--- config.mk ---
export PLATFORM = sky130hd
export DESIGN_NAME = l1_mem_arbiter
export DESIGN_NICKNAME = d
export VERILOG_FILES = /design/src/rtl/l1_arb_pkg.sv /design/src/rtl/l1_mem_arbiter_rr_arb2.sv /design/src/rtl/l1_mem_arbiter.sv
export SDC_FILE = /design/constraint.sdc
export NUM_CORES = 1
export LEC_CHECK = 0
export ABC_AREA = 1
export BUFFER_PORTS_ARGS = -buffer_cell sky130_fd_sc_hd__buf_2
export CAP_MARGIN = 20
export CORE_AREA = 2 2 534 536
export DETAILED_ROUTE_END_ITERATION = 16
export DIE_AREA = 0 0 536 538
export PLACE_DENSITY = 0.3
export SLEW_MARGIN = 20
export SYNTH_ARGS = -nofsm -noshare
export SYNTH_HDL_FRONTEND = slang
export SYNTH_HIERARCHICAL = 1
export SYNTH_SLANG_ARGS = --single-unit
--- constraint.sdc ---
create_clock -name clk -period 2 [get_ports clk]
set_clock_uncertainty 0.1 [all_clocks]
set_input_delay 0.2 -clock clk [delete_from_list [all_inputs] [get_ports clk]]
set_output_delay 0.2 -clock clk [all_outputs]
set_load 0.02 [all_outputs]
--- src/rtl/l1_arb_pkg.sv ---
// Shared types and default widths for the L1 instruction/data memory-port arbiter.
package l1_arb_pkg;

  localparam int unsigned L1_ADDR_W = 32;
  localparam int unsigned L1_LINE_W = 256;

  typedef enum logic [1:0] {
    IDLE    = 2'd0,
    SERVE_I = 2'd1,
    SERVE_D = 2'd2
  } arb_state_t;

  // Also used as the bit index into the two-bit request/grant vectors.
  typedef enum logic {
    REQ_I = 1'b0,
    REQ_D = 1'b1
  } requester_t;

endpackage

--- src/rtl/l1_mem_arbiter_rr_arb2.sv ---
// Two-way round-robin picker: on a tie the side that did not win last time is granted.
module rr_arb2
  import l1_arb_pkg::*;
(
  input  logic       clk,
  input  logic       rst,
  input  logic [1:0] req,
  input  logic       update,
  output logic [1:0] grant
);

  requester_t last_grant;

  always_comb begin
    grant = req;
    if (req == 2'b11) begin
      grant = (last_grant == REQ_D) ? 2'b01 : 2'b10;
    end
  end

  // Reset to D so the instruction side wins the very first tie.
  always_ff @(posedge clk or negedge rst) begin
    if (!rst) begin
      last_grant <= REQ_D;
    end else if (update && (grant != 2'b00)) begin
      last_grant <= grant[REQ_D] ? REQ_D : REQ_I;
    end
  end

endmodule

--- src/rtl/l1_mem_arbiter.sv ---
// Shares one downstream line port between the L1 I-cache and D-cache, one transaction at a time.
module l1_mem_arbiter
  import l1_arb_pkg::*;
#(
  parameter int unsigned ADDR_W = L1_ADDR_W,
  parameter int unsigned LINE_W = L1_LINE_W
) (
  input  logic              clk,
  input  logic              rst,
  input  logic              i_read,
  input  logic [ADDR_W-1:0] i_addr,
  output logic [LINE_W-1:0] i_rdata,
  output logic              i_resp,
  input  logic              d_read,
  input  logic              d_write,
  input  logic [ADDR_W-1:0] d_addr,
  input  logic [LINE_W-1:0] d_wdata,
  output logic [LINE_W-1:0] d_rdata,
  output logic              d_resp,
  output logic              pmem_read,
  output logic              pmem_write,
  output logic [ADDR_W-1:0] pmem_addr,
  output logic [LINE_W-1:0] pmem_wdata,
  input  logic [LINE_W-1:0] pmem_rdata,
  input  logic              pmem_resp
);

  arb_state_t state;
  logic [1:0] req;
  logic [1:0] grant;
  logic       grant_en;

  always_comb begin
    req          = 2'b00;
    req[REQ_I]   = i_read;
    req[REQ_D]   = d_read | d_write;
  end

  // Grants happen only while idle; the picker's history advances on each one.
  assign grant_en = (state == IDLE);

  rr_arb2 u_rr (
    .clk    (clk),
    .rst    (rst),
    .req    (req),
    .update (grant_en),
    .grant  (grant)
  );

  // Op, address and write data are captured at grant so requester changes mid-transaction are ignored.
  always_ff @(posedge clk or negedge rst) begin
    if (!rst) begin
      state      <= IDLE;
      pmem_read  <= 1'b0;
      pmem_write <= 1'b0;
      pmem_addr  <= '0;
      pmem_wdata <= '0;
    end else begin
      case (state)
        IDLE: begin
          if (grant[REQ_I]) begin
            state      <= SERVE_I;
            pmem_read  <= 1'b1;
            pmem_write <= 1'b0;
            pmem_addr  <= i_addr;
            pmem_wdata <= '0;
          end else if (grant[REQ_D]) begin
            state      <= SERVE_D;
            pmem_read  <= ~d_write;
            pmem_write <= d_write;
            pmem_addr  <= d_addr;
            pmem_wdata <= d_write ? d_wdata : '0;
          end
        end
        SERVE_I, SERVE_D: begin
          if (pmem_resp) begin
            state      <= IDLE;
            pmem_read  <= 1'b0;
            pmem_write <= 1'b0;
          end
        end
        default: begin
          state      <= IDLE;
          pmem_read  <= 1'b0;
          pmem_write <= 1'b0;
        end
      endcase
    end
  end

  // Completion is combinational so the requester sees it in the same cycle as pmem_resp.
  assign i_resp  = (state == SERVE_I) && pmem_resp;
  assign d_resp  = (state == SERVE_D) && pmem_resp;
  assign i_rdata = (state == SERVE_I) ? pmem_rdata : '0;
  assign d_rdata = (state == SERVE_D) ? pmem_rdata : '0;

  always @(posedge clk) begin
    if (rst) begin
      assert (!(d_read && d_write))
        else $warning("l1_mem_arbiter: d_read and d_write both high, treating as write");
    end
  end

endmodule

==> impl_metrics.yaml <==
status:
  status: "finished, violations left"
  violations: "setup timing"
global_route:
  overflow: 0
  antenna_found_initial: 125
  grt_pass1_wl_um: 229000
  track_usage: 0.119
  grt_max_degree: 75
  grt_pass1_vias: 23700
worst_setup_path:
  path_class: "reg2out"
  cpPeakStageDelay_ps: 390
  crit_required_ps: 1700
  cp_top_family: "buffers and inverters"
  crit_chain: "buf_4 > ha_4 > buf_12 > buf_12 > buf_12 > buf_16 > nand2_4 > inv_1 > buf_2"
  crit_path_frequent_cell: "buf_12"
  start_kind: "flip-flop"
  arrival_ps: 2250
  critPathMaxFanout: 11
  worst-path-buf-inv: 7
  cpMaxStageDelayCell: "dfrtp_1"
  end_kind: "output port"
synth:
  synth_top_area_cell: "dfrtp_1"
  synth_area_leaders: "dfrtp_1 45%, nand2_1 29%, inv_1 12%"
  synthCells: 2478
  synth_seq_cells: 293
  syn_nets: 3064
  yosysTopAreaCellShare: 0.453
  synth_warnings: 6
  syn_area_per_cell_um2: 6.51
  ys_seq_area_frac: 0.454
  synth_cell_type_count: 18
  netlist_area_mm2: 0.0161
placement:
  hpwl_um: 156000
  gp_congestion: 0.936
  preCtsSetupSlack_ps: -283
  portBuffers: 1385
  dpl-instance-area_mm2: 0.0293
clock_network:
  cts_inserted_buffers: 39
  cts.sinks: 293
  cts_tree: "built"
  clock_latency_ps: 590
  htreeDepth: 2
  cts-root-buf: "clkbuf_16"
  path_clk_slew_ps: 60
  cts_max_path_buffers: 3
final_layout:
  syn_to_final_growth_pct: 133
  fin_area_mm2: 0.0376
  final_nets: 4908
  nFillCells: 33200
  drive_above_1_share: 0.456
floorplan:
  initial_core_util: 0.0570
  design.die.area_mm2: 0.288
  coreArea_mm2: 0.283
  dieHeight_um: 538
  die_x_um: 536
  rows: 196
  io-pin-count: 1386
timing:
  max_freq_mhz: 392
  setup_slack_ps: -550
  slew_headroom: 0.460
  drv_slew: 0
  fin_crit_sh: 1.27
  tightest_slew_ps: 808
  rsz0062_at_grt: "yes"
  hold_violations: 0
  setup_viol: 717
  period_needed_ps: 2550
job:
  drv_cap: 0
pwr:
  power_frac_comb: 0.676
  switching_share: 0.515
  ir_drop_mv: 0.484
  internal-power_uw: 26700
  p_leak_uw: 0.0228
  share_seq_of_total_power: 0.191
  clock_power_share: 0.133
  p_per_area_mw_per_mm2: 1460
  switching_power_uw: 28300
route:
  num_vias: 23600
  vias_per_cell: 2.89
  drcViolationCount: 0
  first_iter_violations: 1010
  drt_first_pass_iters: 5
  wirelength_um: 184000
  wl_per_cell_um: 22.5
  drt.antenna.violating_nets: 0
min_path:
  min_path_type: "in2reg"
==> synth_stat cells <==
master and count:
dfstp_2 1, nor2_4 2, a21boi_1 1, nor2_1 2, buf_2 70, a21boi_0 1, dfrtp_1 292, ha_1 4
buf_4 27, buf_6 3, clkbuf_1 49, or2_2 1, nand2_1 1234, inv_1 520, nand3b_1 1, nand3_1 260
inv_2 3, buf_1 7
==> flip-flops by register name, indices dropped and copies added, names as in the netlist <==
register and cells:
pmem_wdata 256, pmem_addr 32, state 2, pmem_read 1
pmem_write 1, u_rr/last_grant 1
==> cells by family after synthesis <==
logic type	synth area share
buffers and inverters	0.171
flip-flops	0.454
adder cells (fa/ha/maj)	0.00310
AO/OA/AOI/OAI	0.000931
AND/OR/NAND/NOR	0.370
==> layout make-up <==
class,count,area [um2],share of cell area
clock inverters,15,181,0.00483
diodes,58,145,0.00386
flip-flops and latches,293,7330,0.195
well taps,3762,4710,0.125
repair buffers,1959,15100,0.403
multi-input cells,1506,6970,0.185
clock buffers,52,1090,0.0291
inverters,523,2010,0.0534
==> power groups by stage <==
stage / Combinational [uW] / Sequential, uW / Clock, uW
final: 37200 / 10500 / 7320
after global routing: 39900 / 10900 / 7880
after floorplan: 11800 / 14000 / 0
after global placement: 31900 / 10600 / 0
after CTS: 35800 / 10600 / 7710
after detailed placement: 31800 / 10600 / 0
==> cell usage in the layout (no fill, tap or decap), drive strengths merged, types with 2 or more instances in the layout <==
cell type | synthesis | routed
buf | 107 | 1617
nand2 | 1234 | 1234
inv | 523 | 527
dlygate4sd3 | 0 | 327
dfrtp | 292 | 292
nand3 | 260 | 260
clkbuf | 49 | 66
diode | 0 | 58
clkinv | 0 | 6
nor2 | 4 | 4
ha | 4 | 4
bufinv | 0 | 3
clkinvlp | 0 | 2
a21boi | 2 | 2
==> through the flow <==
step	total power (uW)	utilization	instances	TNS, ps	hold WS (ps)
6_report	55000	0.133	8168	-225630	108
5_1_grt	58700	0.133	8166	-316490	90.5
4_1_cts	54100	0.126	8081	-293840	87.4
3_5_place_dp	42400	0.103	7651	-47560	57.8
3_3_place_gp	42600	0.103	7651	-51190	63.3
2_1_floorplan	25800	-	2478	0	-196
==> worst register-to-register path, cell delays in order (launching register included) <==
cell	delay, ps
dfstp_2	530
inv_1	60
a21boi_2	140
buf_4	140
nor2_4	40
nor2_4	170
buf_12	180
buf_12	240
buf_12	230
nand3_1	150
nand2_1	80
==> metal layers <==
metal | vias up | part of all wire | GRT usage
met2 | 1167 | 0.55 | 0.238
li1 | 10900 | - | -
met3 | 310 | 0.076 | 0.0350
met1 | 11200 | 0.33 | 0.112
met4 | 4 | 0.048 | 0.0492
met5 | - | 0.00012 | 0
==> timing repair <==
| item | in CTS | in global routing |
|---|---|---|
| endpoints found under the setup margin | 794 | 802 |
| gates resized for setup | 405 | 494 |
| pin swaps | 31 | 35 |
| endpoints found under the hold margin | 584 | 0 |
| setup buffers | 22 | 15 |
| hold buffers | 327 | 0 |
| cloned | 14 | 15 |
==> worst paths after layout <==
path	startpoint	to	slack, ps	cells after the start
setup reg to reg	u_rr/last_grant	pmem_wdata[130]	-100	10
min in group asynchronous	rst	pmem_wdata[84]	200	3
hold reg to reg	pmem_addr[22]	pmem_addr[22]	370	2
max in group asynchronous	rst	pmem_wdata[146]	380	3
hold / removal	d_wdata[67]	pmem_wdata[67]	110	4
setup / recovery	state[1]	d_rdata[124]	-550	9
Note: power is estimated with default switching activity, not from simulation.
